### src/rtl/reaction_pkg.sv
// Shared types and constants for the reaction-test session controller and its LFSR delay generator.
package reaction_pkg;

    localparam int unsigned TIME_W    = 14;
    localparam int unsigned MAX_MS    = 9999;
    localparam int unsigned LFSR_W    = 8;
    localparam logic [7:0]  LFSR_SEED = 8'hA5;
    // Feedback taps for x^8 + x^6 + x^5 + x^4 + 1 (register bits 7,5,4,3)
    localparam logic [7:0]  LFSR_TAPS = 8'hB8;

    typedef enum logic [2:0] {
        ST_IDLE      = 3'd0,
        ST_ARM       = 3'd1,
        ST_RUN       = 3'd2,
        ST_SHOW_RND  = 3'd3,
        ST_SHOW_BEST = 3'd4,
        ST_SHOW_AVG  = 3'd5
    } state_t;

    function automatic logic [7:0] lfsr_next(input logic [7:0] cur);
        return {cur[6:0], ^(cur & LFSR_TAPS)};
    endfunction

endpackage

### src/rtl/lfsr_delay_gen.sv
// 8-bit Fibonacci LFSR producing a 3-bit pseudo-random delay selector; advances only when stepped.
module lfsr_delay_gen
    import reaction_pkg::*;
(
    input  logic       clk,
    input  logic       rst_n,
    input  logic       i_step,
    output logic [2:0] o_code
);

    logic [LFSR_W-1:0] r_lfsr;

    // Seed is non-zero, and the polynomial is maximal, so the register never locks up at 0
    always_ff @(posedge clk or negedge rst_n) begin
        if (!rst_n) begin
            r_lfsr <= LFSR_SEED;
        end else if (i_step) begin
            r_lfsr <= lfsr_next(r_lfsr);
        end
    end

    assign o_code = r_lfsr[2:0];

endmodule

### src/rtl/reaction_session_ctrl.sv
// Multi-round reaction-test session scheduler: launches rounds, tracks best/average, drives display value.
// Build option: REACTION_BEST_PERSIST_EN keeps the best time across sessions until reset.
module reaction_session_ctrl #(
    parameter int unsigned ROUNDS  = 4,
    parameter int unsigned TIME_W  = reaction_pkg::TIME_W,
    parameter int unsigned MAX_MS  = reaction_pkg::MAX_MS,
    parameter int unsigned SHOW_MS = 1500
) (
    input  logic                        clk,
    input  logic                        rst_n,
    input  logic                        ms_tick,
    input  logic                        start_btn,
    input  logic                        round_done,
    input  logic                        round_err,
    input  logic [TIME_W-1:0]           round_time,
    output logic                        round_start,
    output logic [2:0]                  delay_code,
    output logic [TIME_W-1:0]           disp_value,
    output logic                        disp_err,
    output logic [$clog2(ROUNDS)-1:0]   round_idx,
    output logic                        session_busy
);

    import reaction_pkg::state_t;
    import reaction_pkg::ST_IDLE;
    import reaction_pkg::ST_ARM;
    import reaction_pkg::ST_RUN;
    import reaction_pkg::ST_SHOW_RND;
    import reaction_pkg::ST_SHOW_BEST;
    import reaction_pkg::ST_SHOW_AVG;

    localparam int unsigned IDX_W = $clog2(ROUNDS);
    localparam int unsigned SUM_W = TIME_W + IDX_W;
    localparam int unsigned DW_W  = $clog2(SHOW_MS + 1);

    state_t              r_state, w_state_nxt;
    logic                r_btn_q;
    logic                w_start_rise;
    logic [SUM_W-1:0]    r_sum, w_sum_nxt;
    logic [TIME_W-1:0]   r_best, w_best_nxt;
    logic [TIME_W-1:0]   r_disp_value, w_disp_value_nxt;
    logic [TIME_W-1:0]   w_t;
    logic                r_disp_err, w_disp_err_nxt;
    logic [2:0]          r_delay_code, w_delay_code_nxt;
    logic                r_round_start, w_round_start_nxt;
    logic [IDX_W-1:0]    r_round_idx, w_round_idx_nxt;
    logic                r_busy, w_busy_nxt;
    logic                r_was_err, w_was_err_nxt;
    logic [DW_W-1:0]     r_dwell, w_dwell_nxt;
    logic                r_entry, w_entry_nxt;
    logic                w_dwell_done;
    logic                w_lfsr_step;
    logic [2:0]          w_lfsr_code;

    lfsr_delay_gen u_lfsr (
        .clk    (clk),
        .rst_n  (rst_n),
        .i_step (w_lfsr_step),
        .o_code (w_lfsr_code)
    );

    assign w_start_rise = start_btn & ~r_btn_q;

    // State and datapath registers
    always_ff @(posedge clk or negedge rst_n) begin
        if (!rst_n) begin
            r_state       <= ST_IDLE;
            // Held high in reset so a button already down at release is not taken as a new press
            r_btn_q       <= 1'b1;
            r_sum         <= '0;
            r_best        <= TIME_W'(MAX_MS);
            r_disp_value  <= '0;
            r_disp_err    <= 1'b0;
            r_delay_code  <= '0;
            r_round_start <= 1'b0;
            r_round_idx   <= '0;
            r_busy        <= 1'b0;
            r_was_err     <= 1'b0;
            r_dwell       <= '0;
            r_entry       <= 1'b0;
        end else begin
            r_state       <= w_state_nxt;
            r_btn_q       <= start_btn;
            r_sum         <= w_sum_nxt;
            r_best        <= w_best_nxt;
            r_disp_value  <= w_disp_value_nxt;
            r_disp_err    <= w_disp_err_nxt;
            r_delay_code  <= w_delay_code_nxt;
            r_round_start <= w_round_start_nxt;
            r_round_idx   <= w_round_idx_nxt;
            r_busy        <= w_busy_nxt;
            r_was_err     <= w_was_err_nxt;
            r_dwell       <= w_dwell_nxt;
            r_entry       <= w_entry_nxt;
        end
    end

    // Next-state and next-output logic
    always_comb begin
        w_state_nxt       = r_state;
        w_sum_nxt         = r_sum;
        w_best_nxt        = r_best;
        w_disp_value_nxt  = r_disp_value;
        w_disp_err_nxt    = r_disp_err;
        w_delay_code_nxt  = r_delay_code;
        w_round_start_nxt = 1'b0;
        w_round_idx_nxt   = r_round_idx;
        w_was_err_nxt     = r_was_err;
        w_lfsr_step       = 1'b0;
        w_t               = (round_time > TIME_W'(MAX_MS)) ? TIME_W'(MAX_MS) : round_time;
        // The tick landing in a state's first cycle is deliberately not counted
        w_dwell_done      = ms_tick && !r_entry && (r_dwell == DW_W'(SHOW_MS - 1));

        case (r_state)
            ST_IDLE: begin
                if (w_start_rise) begin
                    w_state_nxt     = ST_ARM;
                    w_sum_nxt       = '0;
                    w_round_idx_nxt = '0;
`ifdef REACTION_BEST_PERSIST_EN
                    w_best_nxt      = r_best;
`else
                    w_best_nxt      = TIME_W'(MAX_MS);
`endif
                end
            end
            ST_ARM: begin
                w_round_start_nxt = 1'b1;
                w_delay_code_nxt  = w_lfsr_code;
                w_lfsr_step       = 1'b1;
                w_state_nxt       = ST_RUN;
            end
            ST_RUN: begin
                if (round_err) begin
                    w_disp_err_nxt = 1'b1;
                    w_was_err_nxt  = 1'b1;
                    w_state_nxt    = ST_SHOW_RND;
                end else if (round_done) begin
                    w_disp_value_nxt = w_t;
                    w_sum_nxt        = r_sum + SUM_W'(w_t);
                    w_best_nxt       = (w_t < r_best) ? w_t : r_best;
                    w_was_err_nxt    = 1'b0;
                    w_state_nxt      = ST_SHOW_RND;
                end
            end
            ST_SHOW_RND: begin
                if (w_dwell_done) begin
                    w_disp_err_nxt = 1'b0;
                    if (r_was_err) begin
                        w_state_nxt = ST_ARM;
                    end else if (r_round_idx < IDX_W'(ROUNDS - 1)) begin
                        w_round_idx_nxt = r_round_idx + IDX_W'(1);
                        w_state_nxt     = ST_ARM;
                    end else begin
                        w_disp_value_nxt = r_best;
                        w_state_nxt      = ST_SHOW_BEST;
                    end
                end
            end
            ST_SHOW_BEST: begin
                if (w_dwell_done) begin
                    w_disp_value_nxt = TIME_W'(r_sum >> IDX_W);
                    w_state_nxt      = ST_SHOW_AVG;
                end
            end
            ST_SHOW_AVG: begin
                if (w_dwell_done) begin
                    w_state_nxt = ST_IDLE;
                end
            end
            default: begin
                w_state_nxt = ST_IDLE;
            end
        endcase

        w_busy_nxt  = (w_state_nxt != ST_IDLE);
        w_entry_nxt = (w_state_nxt != r_state);
        if (w_entry_nxt) begin
            w_dwell_nxt = '0;
        end else if (ms_tick && !r_entry) begin
            w_dwell_nxt = r_dwell + DW_W'(1);
        end else begin
            w_dwell_nxt = r_dwell;
        end
    end

    assign round_start  = r_round_start;
    assign delay_code   = r_delay_code;
    assign disp_value   = r_disp_value;
    assign disp_err     = r_disp_err;
    assign round_idx    = r_round_idx;
    assign session_busy = r_busy;

endmodule

### config.mk
export PLATFORM = sky130hd
export DESIGN_NAME = reaction_session_ctrl
export DESIGN_NICKNAME = d
export VERILOG_FILES = /design/src/rtl/reaction_pkg.sv /design/src/rtl/lfsr_delay_gen.sv /design/src/rtl/reaction_session_ctrl.sv
export SDC_FILE = /design/constraint.sdc
export NUM_CORES = 1
export LEC_CHECK = 0
export CAP_MARGIN = 10
export CORE_AREA = 4 4 95 97
export CTS_BUF_LIST = sky130_fd_sc_hd__clkbuf_16
export DETAILED_ROUTE_END_ITERATION = 10
export DIE_AREA = 0 0 99 101
export PLACE_DENSITY = 0.84
export SETUP_SLACK_MARGIN = 0.3
export SKIP_LAST_GASP = 1
export SLEW_MARGIN = 20
export SYNTH_ARGS = -nofsm -noshare
export SYNTH_HDL_FRONTEND = slang
export SYNTH_HIERARCHICAL = 1
export SYNTH_SLANG_ARGS = --single-unit
### constraint.sdc
create_clock -name clk -period 4.9 [get_ports clk]
set_input_delay 0.735 -clock clk [delete_from_list [all_inputs] [get_ports clk]]
set_output_delay 0.735 -clock clk [all_outputs]
set_load 0.01 [all_outputs]
==> out/results.txt <==
Iteration-0 DRC Markers: 329
Pwr per Cell Area: 544 mW/mm2
fmax: 231 MHz
Yosys cell types: 71
period utilization: 88.2%
htree depth: 3
sequential share of the synthesized area: 40.2%
setup_tns: 0 ns
post-cts gate resize count: 0
Place WS: 0.233 ns
max-slew violation count: 0
Slowest cell on crit path: clkdlybuf4s50_1
vias after detailed routing: 4099
largest net degree at the start of global routing: 78
DP HPWL: 8670 um
post-layout util: 69.5%
#FFs+latches synth: 77
CP startpoint kind: input pin
Max FO, Critical Path: 10
Longest Clk Path Bufs: 2
share of the synthesized area in the top cell type: 33.2%
status: finished clean
row count: 33
Int Power: 1.87 mW
top post-synthesis cells by area: dfrtp_1 (33%), dfstp_2 (7.1%), ha_1 (6.2%)
ys flop type: dfrtp_1
synthesized area per cell: 9.30 um2
Setup crit end kind: flip-flop
GPL Wtd Cong: 0.981
Final min period: 4.32 ns
final worst slack: 0.578 ns
diodes inserted: 0
maximum vdd ir drop: 0.283 mV
syn nets: 564
drt via density: 6.17
Core Footprint: 0.00813 mm2
worst hold margin: 0.514 ns
top cell type by total area after synthesis: dfrtp_1
height of the die: 101 um
WS Path Type: input pin to flip-flop
Sequential Power Share: 34.5%
cells along the critical path: clkdlybuf4s50_1 -> nor4_2 -> o21ai_1 -> nor2_1 -> inv_1 -> ha_1 -> and3_1 -> o22ai_1 -> a221o_1 -> o31ai_1 -> o311ai_1 -> a211oi_1 -> mux2i_1
most frequent cells in the layout: dfrtp_1 (64), nor2_1 (63), clkdlybuf4s50_1 (40)
Reg clk slew, reported paths: 0.07 ns
P_sw: 1.21 mW
number of synthesized flops with an enable pin: 0
final setup vio count: 0
Worst EP arrival: 4.59 ns
hold_buf cts: 0
grt ovf: 0
clk root buf: clkbuf_16
global-route wire length before repair: 20100 um
Worst Clk Skew: 0.00804 ns
post-route cell area: 0.00565 mm2
initial antenna violation count: 0
Max Cap Viol: 0
cell total after placement: 648
vias in the first global route: 4172
CTS tree: yes
worst hold path class: input pin to asynchronous set/reset pin
CP max stage delay: 0.59 ns
Worst-Skew Late Latency: 0.35 ns
Layout Cells excl Fill: 664
Fillers: 583
Comb power frac: 42.7%
total wire length: 12200 um
Synth Instances: 519
ys async rst share: 100%
Num CTS Buffers: 9
Total Power: 3.08 mW
DR WL/cell: 18.4 um
clock share of power: 22.8%
GRT Resource Usage Total: 25.3%
Leak: 2.52 nW
Post-Place Cell Area: 0.00531 mm2
I/O Pins: 42
Slew HR: 34.7%
DR DRC count: 0
CTS Sinks: 77
synth warn: 6
commonest non-fill, non-tap cell in the layout: dfrtp_1
die width: 99 um
NumNets Final: 599
die area: 0.0100 mm2
Reg2Reg Depth: 7
first-pass iteration count of the detailed router: 8
RSZ-0062 raised after global routing: false
post-route ant nets: 0
Least-Margin Pin Slew: 0.979 ns
Area Overhead vs Synth: 17.1%
effective utilization at floorplan: 59.4%
Sw Share: 39.2%
Crit path required time: 5.17 ns
Port Buf Inserts: 41
Netlist Area Pre-Place: 0.00483 mm2
Post-CTS Setup Inserts: 0
share of layout cells above drive strength 1: 13.2%
hold violation count in the final report: 0
path summary, 6_finish.rpt:
path | start | end | slack (ns)
worst max-delay path | round_time[4] | r_sum[15] | 0.58
min in group clk | u_lfsr/r_lfsr[0] | u_lfsr/r_lfsr[0] | 0.51
worst min register to register | u_lfsr/r_lfsr[0] | u_lfsr/r_lfsr[0] | 0.51
max in group asynchronous | rst_n | r_sum[5] | 3.71
worst max register to register | r_dwell[2] | r_dwell[6] | 2.01
worst min-delay path | rst_n | r_sum[6] | 0.51
layout make-up:
class / count / area [um2] / area share, %
clock buffer: 9 / 225 / 3.98
sequential: 77 / 1940 / 34.4
timing repair buffer: 51 / 483 / 8.55
multi-input combinational: 386 / 2670 / 47.2
inverter: 29 / 109 / 1.93
clock inverter: 7 / 91.3 / 1.62
tap: 105 / 131 / 2.32
routing by layer:
layer	vias to the layer above	routed length [um]	global-route usage, %
met5	-	0	0
li1	1936	-	-
met2	171	6140	44.0
met4	0	538	12.8
met3	45	652	5.05
met1	1947	4860	29.6
cell usage after synthesis (9+ instances only):
| cell type | count |
|---|---|
| o21ai_0 | 29 |
| inv_1 | 29 |
| xnor2_1 | 18 |
| nor2_1 | 63 |
| ha_1 | 24 |
| mux2_2 | 13 |
| dfstp_2 | 13 |
| a221oi_1 | 12 |
| a21oi_1 | 28 |
| nand3_1 | 18 |
| dfrtp_1 | 64 |
| mux2i_1 | 15 |
| nand2_1 | 32 |
| clkbuf_1 | 16 |
| nor2_2 | 9 |
worst max-delay path: cells and delay by family:
| kind | cells | cell delay [ns] |
|---|---|---|
| compound gates | 6 | 1.70 |
| fa+ha+maj | 1 | 0.33 |
| buf+inv | 2 | 0.71 |
| mux | 1 | 0.21 |
| simple gates | 3 | 0.89 |
kinds of logic (layout without fill, tap and decap cells):
group	count (synthesis)	after routing	synth area share, %
XOR/XNOR	26	26	4.72
AND/OR/NAND/NOR	167	167	16.9
multiplexers	28	28	6.14
buffers and inverters	56	96	5.08
flip-flops	77	77	40.2
AO/OA/AOI/OAI	138	138	19.8
adder cells (fa/ha/maj)	27	27	7.05
power by group through the flow:
stage / Combinational, mW / Clock (mW) / Sequential, mW
after floorplan: 0.935 / 0 / 1.02
after global placement: 1.25 / 0 / 1.05
after detailed placement: 1.28 / 0 / 1.07
after CTS: 1.30 / 0.710 / 1.06
after global routing: 1.45 / 0.739 / 1.09
final: 1.31 / 0.701 / 1.06
registers in the layout (all words and copies together), names as in the netlist:
| name | count |
|---|---|
| delay_code | 3 |
| r_entry | 1 |
| r_btn_q | 1 |
| r_state | 3 |
| r_best | 14 |
| u_lfsr/r_lfsr | 8 |
| r_dwell | 11 |
| r_was_err | 1 |
| disp_value | 14 |
| disp_err | 1 |
| round_idx | 2 |
| session_busy | 1 |
| round_start | 1 |
| r_sum | 16 |
No activity file was read; power rests on OpenSTA's default activity.
